$ cat config.mk
export PLATFORM = sky130hd
export DESIGN_NAME = load_store_unit
export DESIGN_NICKNAME = d
export VERILOG_FILES = /design/src/rtl/lsu_pkg.sv /design/src/rtl/lsu_lane_align.sv /design/src/rtl/load_store_unit.sv
export SDC_FILE = /design/constraint.sdc
export NUM_CORES = 1
export LEC_CHECK = 0
export ABC_AREA = 1
export CELL_PAD_IN_SITES_DETAIL_PLACEMENT = 0
export CELL_PAD_IN_SITES_GLOBAL_PLACEMENT = 1
export CORE_MARGIN = 4
export CORE_UTILIZATION = 36
export DETAILED_ROUTE_END_ITERATION = 6
export PLACE_DENSITY_LB_ADDON = 0.08
export SLEW_MARGIN = 20
export SYNTH_ARGS = -nofsm -noshare
export SYNTH_HDL_FRONTEND = slang
export SYNTH_SLANG_ARGS = --single-unit
export TNS_END_PERCENT = 20
$ cat constraint.sdc
create_clock -name clk -period 2.65 [get_ports clk]
set_input_delay 0.53 -clock clk [delete_from_list [all_inputs] [get_ports clk]]
set_output_delay 0.53 -clock clk [all_outputs]
set_load 0.05 [all_outputs]
$ cat src/rtl/lsu_pkg.sv
`default_nettype none
// ============================================================================
// Module      : lsu_pkg
// Description : Shared definitions for the load/store unit: access-size
//               encodings, FSM state encoding, big-endian lane offsets and
//               the alignment-fault helper.
// Ports       : none (package)
// Revision    : 1.0 - initial release
// ============================================================================
package lsu_pkg;

  // Access size encodings carried on req_size
  localparam logic [1:0] SZ_BYTE = 2'b00;
  localparam logic [1:0] SZ_HALF = 2'b01;
  localparam logic [1:0] SZ_WORD = 2'b10;
  localparam logic [1:0] SZ_RSVD = 2'b11;

  // Controller states
  typedef enum logic [2:0] {
    ST_IDLE  = 3'd0,
    ST_RD    = 3'd1,
    ST_EXT   = 3'd2,
    ST_MERGE = 3'd3,
    ST_WR    = 3'd4,
    ST_RESP  = 3'd5
  } lsu_state_t;

  // Big-endian byte lanes: offset 0 is the most significant byte
  localparam logic [1:0] OFF_B0 = 2'd0;  // [31:24]
  localparam logic [1:0] OFF_B1 = 2'd1;  // [23:16]
  localparam logic [1:0] OFF_B2 = 2'd2;  // [15:8]
  localparam logic [1:0] OFF_B3 = 2'd3;  // [7:0]
  localparam logic [1:0] OFF_H0 = 2'd0;  // [31:16]
  localparam logic [1:0] OFF_H2 = 2'd2;  // [15:0]

  // Alignment fault: odd halfword, non-word-aligned word, or reserved size
  function automatic logic is_misaligned(input logic [1:0] size,
                                         input logic [1:0] offset);
    logic bad;
    bad = 1'b0;
    case (size)
      SZ_HALF: bad = offset[0];
      SZ_WORD: bad = (offset != 2'b00);
      SZ_RSVD: bad = 1'b1;
      default: bad = 1'b0;
    endcase
    return bad;
  endfunction

endpackage
`default_nettype wire

$ cat src/rtl/lsu_lane_align.sv
`default_nettype none
// ============================================================================
// Module      : lsu_lane_align
// Description : Combinational lane logic for the load/store unit.
//               Load side : pick the addressed byte/half/word out of rd_word
//                           and zero- or sign-extend it.
//               Store side: replace the addressed lane(s) of rd_word (the old
//                           memory word) with right-justified st_data.
// Ports       : rd_word   in  32  word read from memory (also the old word)
//               st_data   in  32  right-justified store data
//               offset    in   2  byte offset within the word
//               size      in   2  access size encoding
//               sign_ext  in   1  sign-extend sub-word loads
//               ld_result out 32  extended load value
//               st_merged out 32  word with new lane(s) merged in
// Revision    : 1.0 - initial release
// ============================================================================
module lsu_lane_align
  import lsu_pkg::*;
(
  input  logic [31:0] rd_word,
  input  logic [31:0] st_data,
  input  logic [1:0]  offset,
  input  logic [1:0]  size,
  input  logic        sign_ext,
  output logic [31:0] ld_result,
  output logic [31:0] st_merged
);

  logic [7:0]  lane_byte;
  logic [15:0] lane_half;

  always_comb begin
    lane_byte = rd_word[7:0];
    case (offset)
      OFF_B0:  lane_byte = rd_word[31:24];
      OFF_B1:  lane_byte = rd_word[23:16];
      OFF_B2:  lane_byte = rd_word[15:8];
      OFF_B3:  lane_byte = rd_word[7:0];
      default: lane_byte = rd_word[7:0];
    endcase
  end

  // Aligned halfwords only ever sit at offset 0 or 2, so bit 1 selects
  always_comb begin
    lane_half = (offset[1] == OFF_H2[1]) ? rd_word[15:0] : rd_word[31:16];
  end

  always_comb begin
    ld_result = rd_word;
    case (size)
      SZ_BYTE: ld_result = {{24{sign_ext & lane_byte[7]}}, lane_byte};
      SZ_HALF: ld_result = {{16{sign_ext & lane_half[15]}}, lane_half};
      default: ld_result = rd_word;
    endcase
  end

  always_comb begin
    st_merged = rd_word;
    case (size)
      SZ_BYTE: begin
        case (offset)
          OFF_B0:  st_merged[31:24] = st_data[7:0];
          OFF_B1:  st_merged[23:16] = st_data[7:0];
          OFF_B2:  st_merged[15:8]  = st_data[7:0];
          default: st_merged[7:0]   = st_data[7:0];
        endcase
      end
      SZ_HALF: begin
        if (offset[1] == OFF_H0[1]) begin
          st_merged[31:16] = st_data[15:0];
        end else begin
          st_merged[15:0] = st_data[15:0];
        end
      end
      SZ_WORD: st_merged = st_data;
      default: st_merged = rd_word;
    endcase
  end

endmodule
`default_nettype wire

$ cat src/rtl/load_store_unit.sv
`default_nettype none
// ============================================================================
// Module      : load_store_unit
// Description : Initiator side of the word-wide data-memory interface.
//               Provides lb/lbu/lh/lhu/lw/sb/sh/sw on a word-only memory;
//               sub-word stores are done as read-modify-write.
//               Optional macro LSU_RANGE_CHECK_EN enables an address range
//               fault (word index >= MEM_WORDS) raised at accept.
// Ports       : clk, rst            clock / synchronous active-high reset
//               req_valid/req_ready request handshake
//               req_write, req_size, req_signed, req_addr, req_wdata
//               resp_valid          one-cycle completion pulse
//               resp_rdata          load result (0 for stores and faults)
//               resp_misaligned     alignment / reserved-size fault
//               resp_fault          address range fault
//               MemRead, MemWrite, Address, Write_data  to data memory
//               ReadData            from data memory (one cycle after MemRead)
// Revision    : 1.0 - initial release
// ============================================================================
module load_store_unit
  import lsu_pkg::*;
#(
  parameter int MEM_WORDS = 32
) (
  input  logic        clk,
  input  logic        rst,
  input  logic        req_valid,
  output logic        req_ready,
  input  logic        req_write,
  input  logic [1:0]  req_size,
  input  logic        req_signed,
  input  logic [31:0] req_addr,
  input  logic [31:0] req_wdata,
  output logic        resp_valid,
  output logic [31:0] resp_rdata,
  output logic        resp_misaligned,
  output logic        resp_fault,
  output logic        MemRead,
  output logic        MemWrite,
  output logic [31:0] Address,
  output logic [31:0] Write_data,
  input  logic [31:0] ReadData
);

  lsu_state_t  state;

  // Request captured at accept
  logic        write_q;
  logic [1:0]  size_q;
  logic        signed_q;
  logic [1:0]  offset_q;
  logic [31:0] wdata_q;

  logic        mem_read_q;
  logic        mem_write_q;
  logic        fault_q;

  logic        misaligned;
  logic        range_bad;
  logic [31:0] ld_result;
  logic [31:0] st_merged;

  assign misaligned = is_misaligned(req_size, req_addr[1:0]);

`ifdef LSU_RANGE_CHECK_EN
  assign range_bad = ({2'b00, req_addr[31:2]} >= 32'(MEM_WORDS));
`else
  // Without the range check fault_q never sets, so resp_fault stays 0
  assign range_bad = 1'b0;
`endif

  // Strobes and ready are masked by rst so a reset asserted while a
  // strobe is registered high never reaches the memory
  assign MemRead    = mem_read_q  & ~rst;
  assign MemWrite   = mem_write_q & ~rst;
  assign req_ready  = (state == ST_IDLE) & ~rst;
  assign resp_fault = fault_q;

  lsu_lane_align u_lane_align (
    .rd_word   (ReadData),
    .st_data   (wdata_q),
    .offset    (offset_q),
    .size      (size_q),
    .sign_ext  (signed_q),
    .ld_result (ld_result),
    .st_merged (st_merged)
  );

  always_ff @(posedge clk) begin
    if (rst) begin
      state           <= ST_IDLE;
      write_q         <= 1'b0;
      size_q          <= SZ_BYTE;
      signed_q        <= 1'b0;
      offset_q        <= 2'b00;
      wdata_q         <= 32'h0;
      mem_read_q      <= 1'b0;
      mem_write_q     <= 1'b0;
      fault_q         <= 1'b0;
      resp_valid      <= 1'b0;
      resp_rdata      <= 32'h0;
      resp_misaligned <= 1'b0;
      Address         <= 32'h0;
      Write_data      <= 32'h0;
    end else begin
      case (state)
        ST_IDLE: begin
          if (req_valid && req_ready) begin
            write_q  <= req_write;
            size_q   <= req_size;
            signed_q <= req_signed;
            offset_q <= req_addr[1:0];
            wdata_q  <= req_wdata;
            Address  <= {req_addr[31:2], 2'b00};
            // Alignment faults win over range faults
            if (misaligned) begin
              resp_misaligned <= 1'b1;
              resp_rdata      <= 32'h0;
              resp_valid      <= 1'b1;
              state           <= ST_RESP;
            end else if (range_bad) begin
              fault_q    <= 1'b1;
              resp_rdata <= 32'h0;
              resp_valid <= 1'b1;
              state      <= ST_RESP;
            end else if (req_write && (req_size == SZ_WORD)) begin
              // Full-word store needs no read of the old contents
              Write_data  <= req_wdata;
              mem_write_q <= 1'b1;
              state       <= ST_WR;
            end else begin
              mem_read_q <= 1'b1;
              state      <= ST_RD;
            end
          end
        end
        ST_RD: begin
          mem_read_q <= 1'b0;
          state      <= write_q ? ST_MERGE : ST_EXT;
        end
        ST_EXT: begin
          resp_rdata <= ld_result;
          resp_valid <= 1'b1;
          state      <= ST_RESP;
        end
        ST_MERGE: begin
          Write_data  <= st_merged;
          mem_write_q <= 1'b1;
          state       <= ST_WR;
        end
        ST_WR: begin
          mem_write_q <= 1'b0;
          resp_rdata  <= 32'h0;
          resp_valid  <= 1'b1;
          state       <= ST_RESP;
        end
        ST_RESP: begin
          resp_valid      <= 1'b0;
          resp_misaligned <= 1'b0;
          fault_q         <= 1'b0;
          resp_rdata      <= 32'h0;
          state           <= ST_IDLE;
        end
        default: begin
          state <= ST_IDLE;
        end
      endcase
    end
  end

endmodule
`default_nettype wire
### After elaboration in Yosys (flattened, before gate mapping)

Index checks and enable logic that the tools add are counted.
W data, S select, Z words.

* word-level logic and storage cells: 94
* memory bits (writable): 0
* flip-flop bits (word level): 139
* ROM bits: 0
* bits in latches: 0
* memories kept: 0

* magnitude comparators: 0
* reductions and logical operators: 22
* bitwise logic cells: 6
* div/mod/pow operators: 0
* shift-type cells: 0
* mux-type cells: 35
* add/sub/neg operators: 0
* multiply operators: 0
* eq/ne operators: 18

Operators with widths (number)
* $pmux W32 S3: 2
* $mux W32: 5
* $pmux W32 S2: 2
* $mux W16: 3
* $mux W8: 4
* $pmux W8 S4: 1
* $pmux W3 S4: 1
* $reduce_and A4 Y1: 3
* $eq A2 B2 Y1 const B: 5
* $mux W1: 9
* $mux W3: 3
* $pmux W1 S3: 3
* $reduce_and A3 Y1: 3
* $reduce_bool A3 Y1: 3
* $reduce_bool A2 Y1: 4
* $eq A2 B1 Y1 const B: 3
* $eq A3 B2 Y1 const B: 2
* $eq A3 B3 Y1 const B: 2
* $ne A2 B2 Y1 const B: 3
* $and A1 B1 Y1: 5
* $logic_not A2 Y1: 2
* $ne A2 B1 Y1 const B: 2
* $pmux W1 S2: 2
* $reduce_or A2 Y1: 2
* 6 further kinds: 7

### Depth between registers and ports, before layout

* depth after elaboration: 6
* mapped depth: 12
* mapped depth without buffers: 10

### Cells and area by module

From an unflattened synthesis, not the netlist that was laid out.

* cell total of the unflattened synthesis: 1179
* area total of the unflattened synthesis: 7216.9 µm²

By module, submodules not included
* load_store_unit: seq. area each 2782.7 µm², instances 1, area an instance 5545.3 µm², cells each 812
* lsu_lane_align: seq. area each 0.0 µm², instances 1, area an instance 1671.6 µm², cells each 367

### Worst setup path after synthesis

No wires, ideal clock.

* path type: input-to-output
* start: input rst
* end: output MemRead
* stages: 3
* path slack: 470 ps
* required time: 2120 ps
* arrival: 1650 ps
* path buffers: 2
* cells stage by stage: clkbuf_1 > clkbuf_1 > nor2_1

* word-level cells in the longest chain between the ends: 2

Ends and longest elaborated chain
* start, declared: RTL line load_store_unit.sv:26 `input logic rst,`
* $not A1 Y1: RTL line load_store_unit.sv:74 `assign MemRead = mem_read_q & ~rst;`
* $and A1 B1 Y1: RTL line load_store_unit.sv:74
* end, declared: RTL line load_store_unit.sv:38 `output logic MemRead,`

No other way between the ends.

### Worst setup path in the final report

* start: register Write_data[6]
* end: output Write_data[6]

RTL lines
* start, declared: RTL line load_store_unit.sv:41 `output logic [31:0] Write_data,`
* start signal, assigned: RTL line load_store_unit.sv:128 `Write_data <= req_wdata;`
* start signal, assigned: RTL line load_store_unit.sv:147 `Write_data <= st_merged;`

No word-level cell between the ends.

==> impl_results.md <==
- Drt first pass iters: 5
- CP Launch Type: flip-flop
- Post-CTS Setup Inserts: 0
- GP Congestion: 0.913
- Remaining routing DRC violations: 0
- Cell count after placement: 1700
- TritonCTS Buffers: 17
- Data arrival, critical path: roughly 1.6 ns
- DP Area: 0.00995 mm2
- Max FO, Critical Path: 2
- Data required, critical path: 2.12 ns
- Place WS: 0.520 ns
- Bufs and invs on worst path: 1
- DIE AREA: 0.0241 mm2
- Number of fill cells in the layout: roughly 2300
- Final hold viol count: 0
- Final setup fails: 0
- First-pass GRT wire length: 42300 um
- Clock transition at path regs: roughly 0.06 ns
- Hold Path Stages: 2
- Area grow syn2layout: 34.3%
- Total GRT Usage: 22.0%
- Post-layout min period: 2.15 ns
- Maximum clock frequency: 464 MHz
- Pin count of the biggest net entering global routing: 74
- Critical setup path kind: flip-flop to primary output
- Reg2reg path depth: 10
- Lkg Pwr: 4.32 nW
- HP Class: input port to flip-flop
- Die height: around 160 um
- Synth warn: 0
- RSZ-0062 raised after global routing: no
- Cell Rows: 53
- Post-Layout Cell Count: between 1500 and 2000
- Vias per cell: 4.88
- Per-cell routed wire length: 15.6 um
- CP peak stage delay: roughly 0.82 ns
- Die W: between 150 and 200 um
- Floorplan core area: 0.0212 mm2
- Sink Count: ~140
- Initial DRC count: 597
- Max-slew violations: 0
- Crit share post-route: 81.3%
- Proportion of synthesized chip area in sequential cells: a little over a third
- Syn avg cell area: 6.11 um2
- Vias: between 8000 and 9000
- Layout cells sized above 1: 5.63%
- Io pins: 205
- TNS Setup: 0 ns
- Nets: 1547
- Cell depth of the worst setup path: 1
- Netlist Area Pre-Place: 0.00781 mm2
- Detailed Place HPWL: 19900 um
- Diodes inserted: 0
- Cell-by-cell trace of the critical path: clkdlybuf4s50_1
- Power Dens Cells: 866 mW/mm2
- Total gr overflow: 0
- Detailed Route WL: 27000 um
- Hold buffers post-CTS: 0
- Initial Utilization: 36.9%
- Initial antenna violation count: 1
- Status: finished, final reports clean
- Post-route cell area: 0.0105 mm2
- Final Skew: 0.00957 ns
- Tightest Pin Transition: between 0.7 and 0.8 ns
- Relative slew slack: 49.2%
- CTS tree: built
- Slowest CP cell: clkdlybuf4s50_1
- Maxcap violations: 0
- Setup WS post-layout: 0.496 ns
- Count of different cell masters after synthesis: 33
- Post-detailed-route count of antenna-violating nets: 0
- Vias in the first global route: ~8000
- Clk buf depth: 2
- CTS resizes: 0
- Post-Syn Instances: 1279
- Clock Latency Late Sink: 0.43 ns
- Setup crit end kind: primary output
- CTS H-tree depth: 4
- IO Port Bufs: 201
- Root Buffer: clkbuf_16
- Synth Register Bits: 139
- Peak VDD IR: between 0.4 and 0.5 mV
- Delay-heaviest family, CP: buffers and inverters
## cells in the final DEF (no fill, tap or decap), types with 3 or more instances in the layout
master	count
buf_4	25
dfxtp_1	138
inv_2	10
a21oi_1	132
clkinv_4	3
a21boi_0	8
a211oi_1	3
nor3_1	5
clkbuf_16	17
nand2_1	396
clkdlybuf4s50_1	197
conb_1	3
inv_6	4
o211ai_1	19
inv_1	148
o21ai_1	28
o21ai_0	89
clkinv_2	3
nor2_1	108
nand3_1	93
nor2_2	3
## cell usage after synthesis
| library cell | count | area share, % |
|---|---|---|
| nand2_1 | 396 | 19 |
| inv_1 | 148 | 7.1 |
| dfxtp_1 | 139 | 36 |
| a21oi_1 | 132 | 8.5 |
| nor2_1 | 108 | 5.2 |
| nand3_1 | 93 | 6.0 |
| o21ai_0 | 89 | 5.7 |
| clkbuf_1 | 36 | 1.7 |
| o21ai_1 | 28 | 1.8 |
| buf_2 | 22 | 1.4 |
| o211ai_1 | 19 | 1.8 |
| inv_2 | 10 | 0.48 |
| buf_1 | 9 | 0.43 |
| a21boi_0 | 8 | 0.77 |
| buf_4 | 8 | 0.77 |
| buf_6 | 5 | 0.72 |
| nor3_1 | 5 | 0.32 |
| a211oi_1 | 3 | 0.29 |
| nor2_2 | 3 | 0.24 |
| nand3_2 | 2 | 0.26 |
| nand3_4 | 2 | 0.45 |
| nand4_1 | 2 | 0.16 |
| o21ai_2 | 2 | 0.22 |
| a21oi_2 | 1 | 0.11 |
| a31oi_1 | 1 | 0.080 |
| clkinv_1 | 1 | 0.048 |
| conb_1 | 1 | 0.048 |
| nand2_2 | 1 | 0.080 |
| nand2_4 | 1 | 0.14 |
| nor2_4 | 1 | 0.14 |
| nor3_4 | 1 | 0.21 |
| nor4b_1 | 1 | 0.11 |
| o22ai_1 | 1 | 0.080 |
## registers in the layout (all words and copies together), names as in the netlist
signal	cells
Write_data	32
write_q	1
resp_misaligned	1
resp_valid	1
offset_q	2
Address	30
wdata_q	32
mem_read_q	1
mem_write_q	1
resp_rdata	32
signed_q	1
size_q	2
state	3
## where the power goes
part           total [W]  switching [W]  internal (W)
sequential       0.00281       0.000315       0.00249
combinational    0.00404        0.00277       0.00127
clock            0.00223        0.00101       0.00123
total            0.00908        0.00409       0.00499
## stage by stage
| step | power, W | utilization (%) | hold WS [ns] |
|---|---|---|---|
| after floorplan | 0.00556 | - | 0.430 |
| after global placement | 0.00687 | 47.1 | 0.447 |
| after detailed placement | 0.00688 | 47.1 | 0.450 |
| after CTS | 0.00914 | 49.6 | 0.412 |
| after global routing | 0.00963 | 49.6 | 0.429 |
| final | 0.00908 | 49.6 | 0.422 |
## metal layers
layer / up-vias / GRT usage, % / wire, um
met5: - / 0 / 13
met4: 2 / 7.25 / 542
met3: 39 / 6.15 / 2140
met2: 255 / 35.2 / 12400
met1: 3783 / 28.9 / 11900
li1: 4375 / - / -
## path summary, 6_finish.rpt
kind | from | to | slack (ns)
setup / recovery | Write_data[6] | Write_data[6] | 0.50
setup reg to reg | size_q[1] | Write_data[17] | 0.53
hold reg to reg | mem_read_q | mem_read_q | 0.45
hold / removal | rst | state[1] | 0.42
## cell families after synthesis
| group | Yosys count | synth area share [%] |
|---|---|---|
| AND/OR/NAND/NOR | 616 | 32.3 |
| AO/OA/AOI/OAI | 284 | 19.3 |
| buffers and inverters | 239 | 12.7 |
| flip-flops | 139 | 35.6 |
| other | 1 | 0.0480 |
## area by class of cell
class | count | area [um2] | share of cell area, %
Multi-Input combinational cell | 903 | 4040 | 38.6
Sequential cell | 139 | 2780 | 26.5
Timing Repair Buffer | 224 | 2180 | 20.8
Inverter | 159 | 597 | 5.69
Clock buffer | 19 | 443 | 4.22
Tap cell | 275 | 344 | 3.28
Clock inverter | 12 | 91.3 | 0.871
No activity file was read; power rests on OpenSTA's default activity.
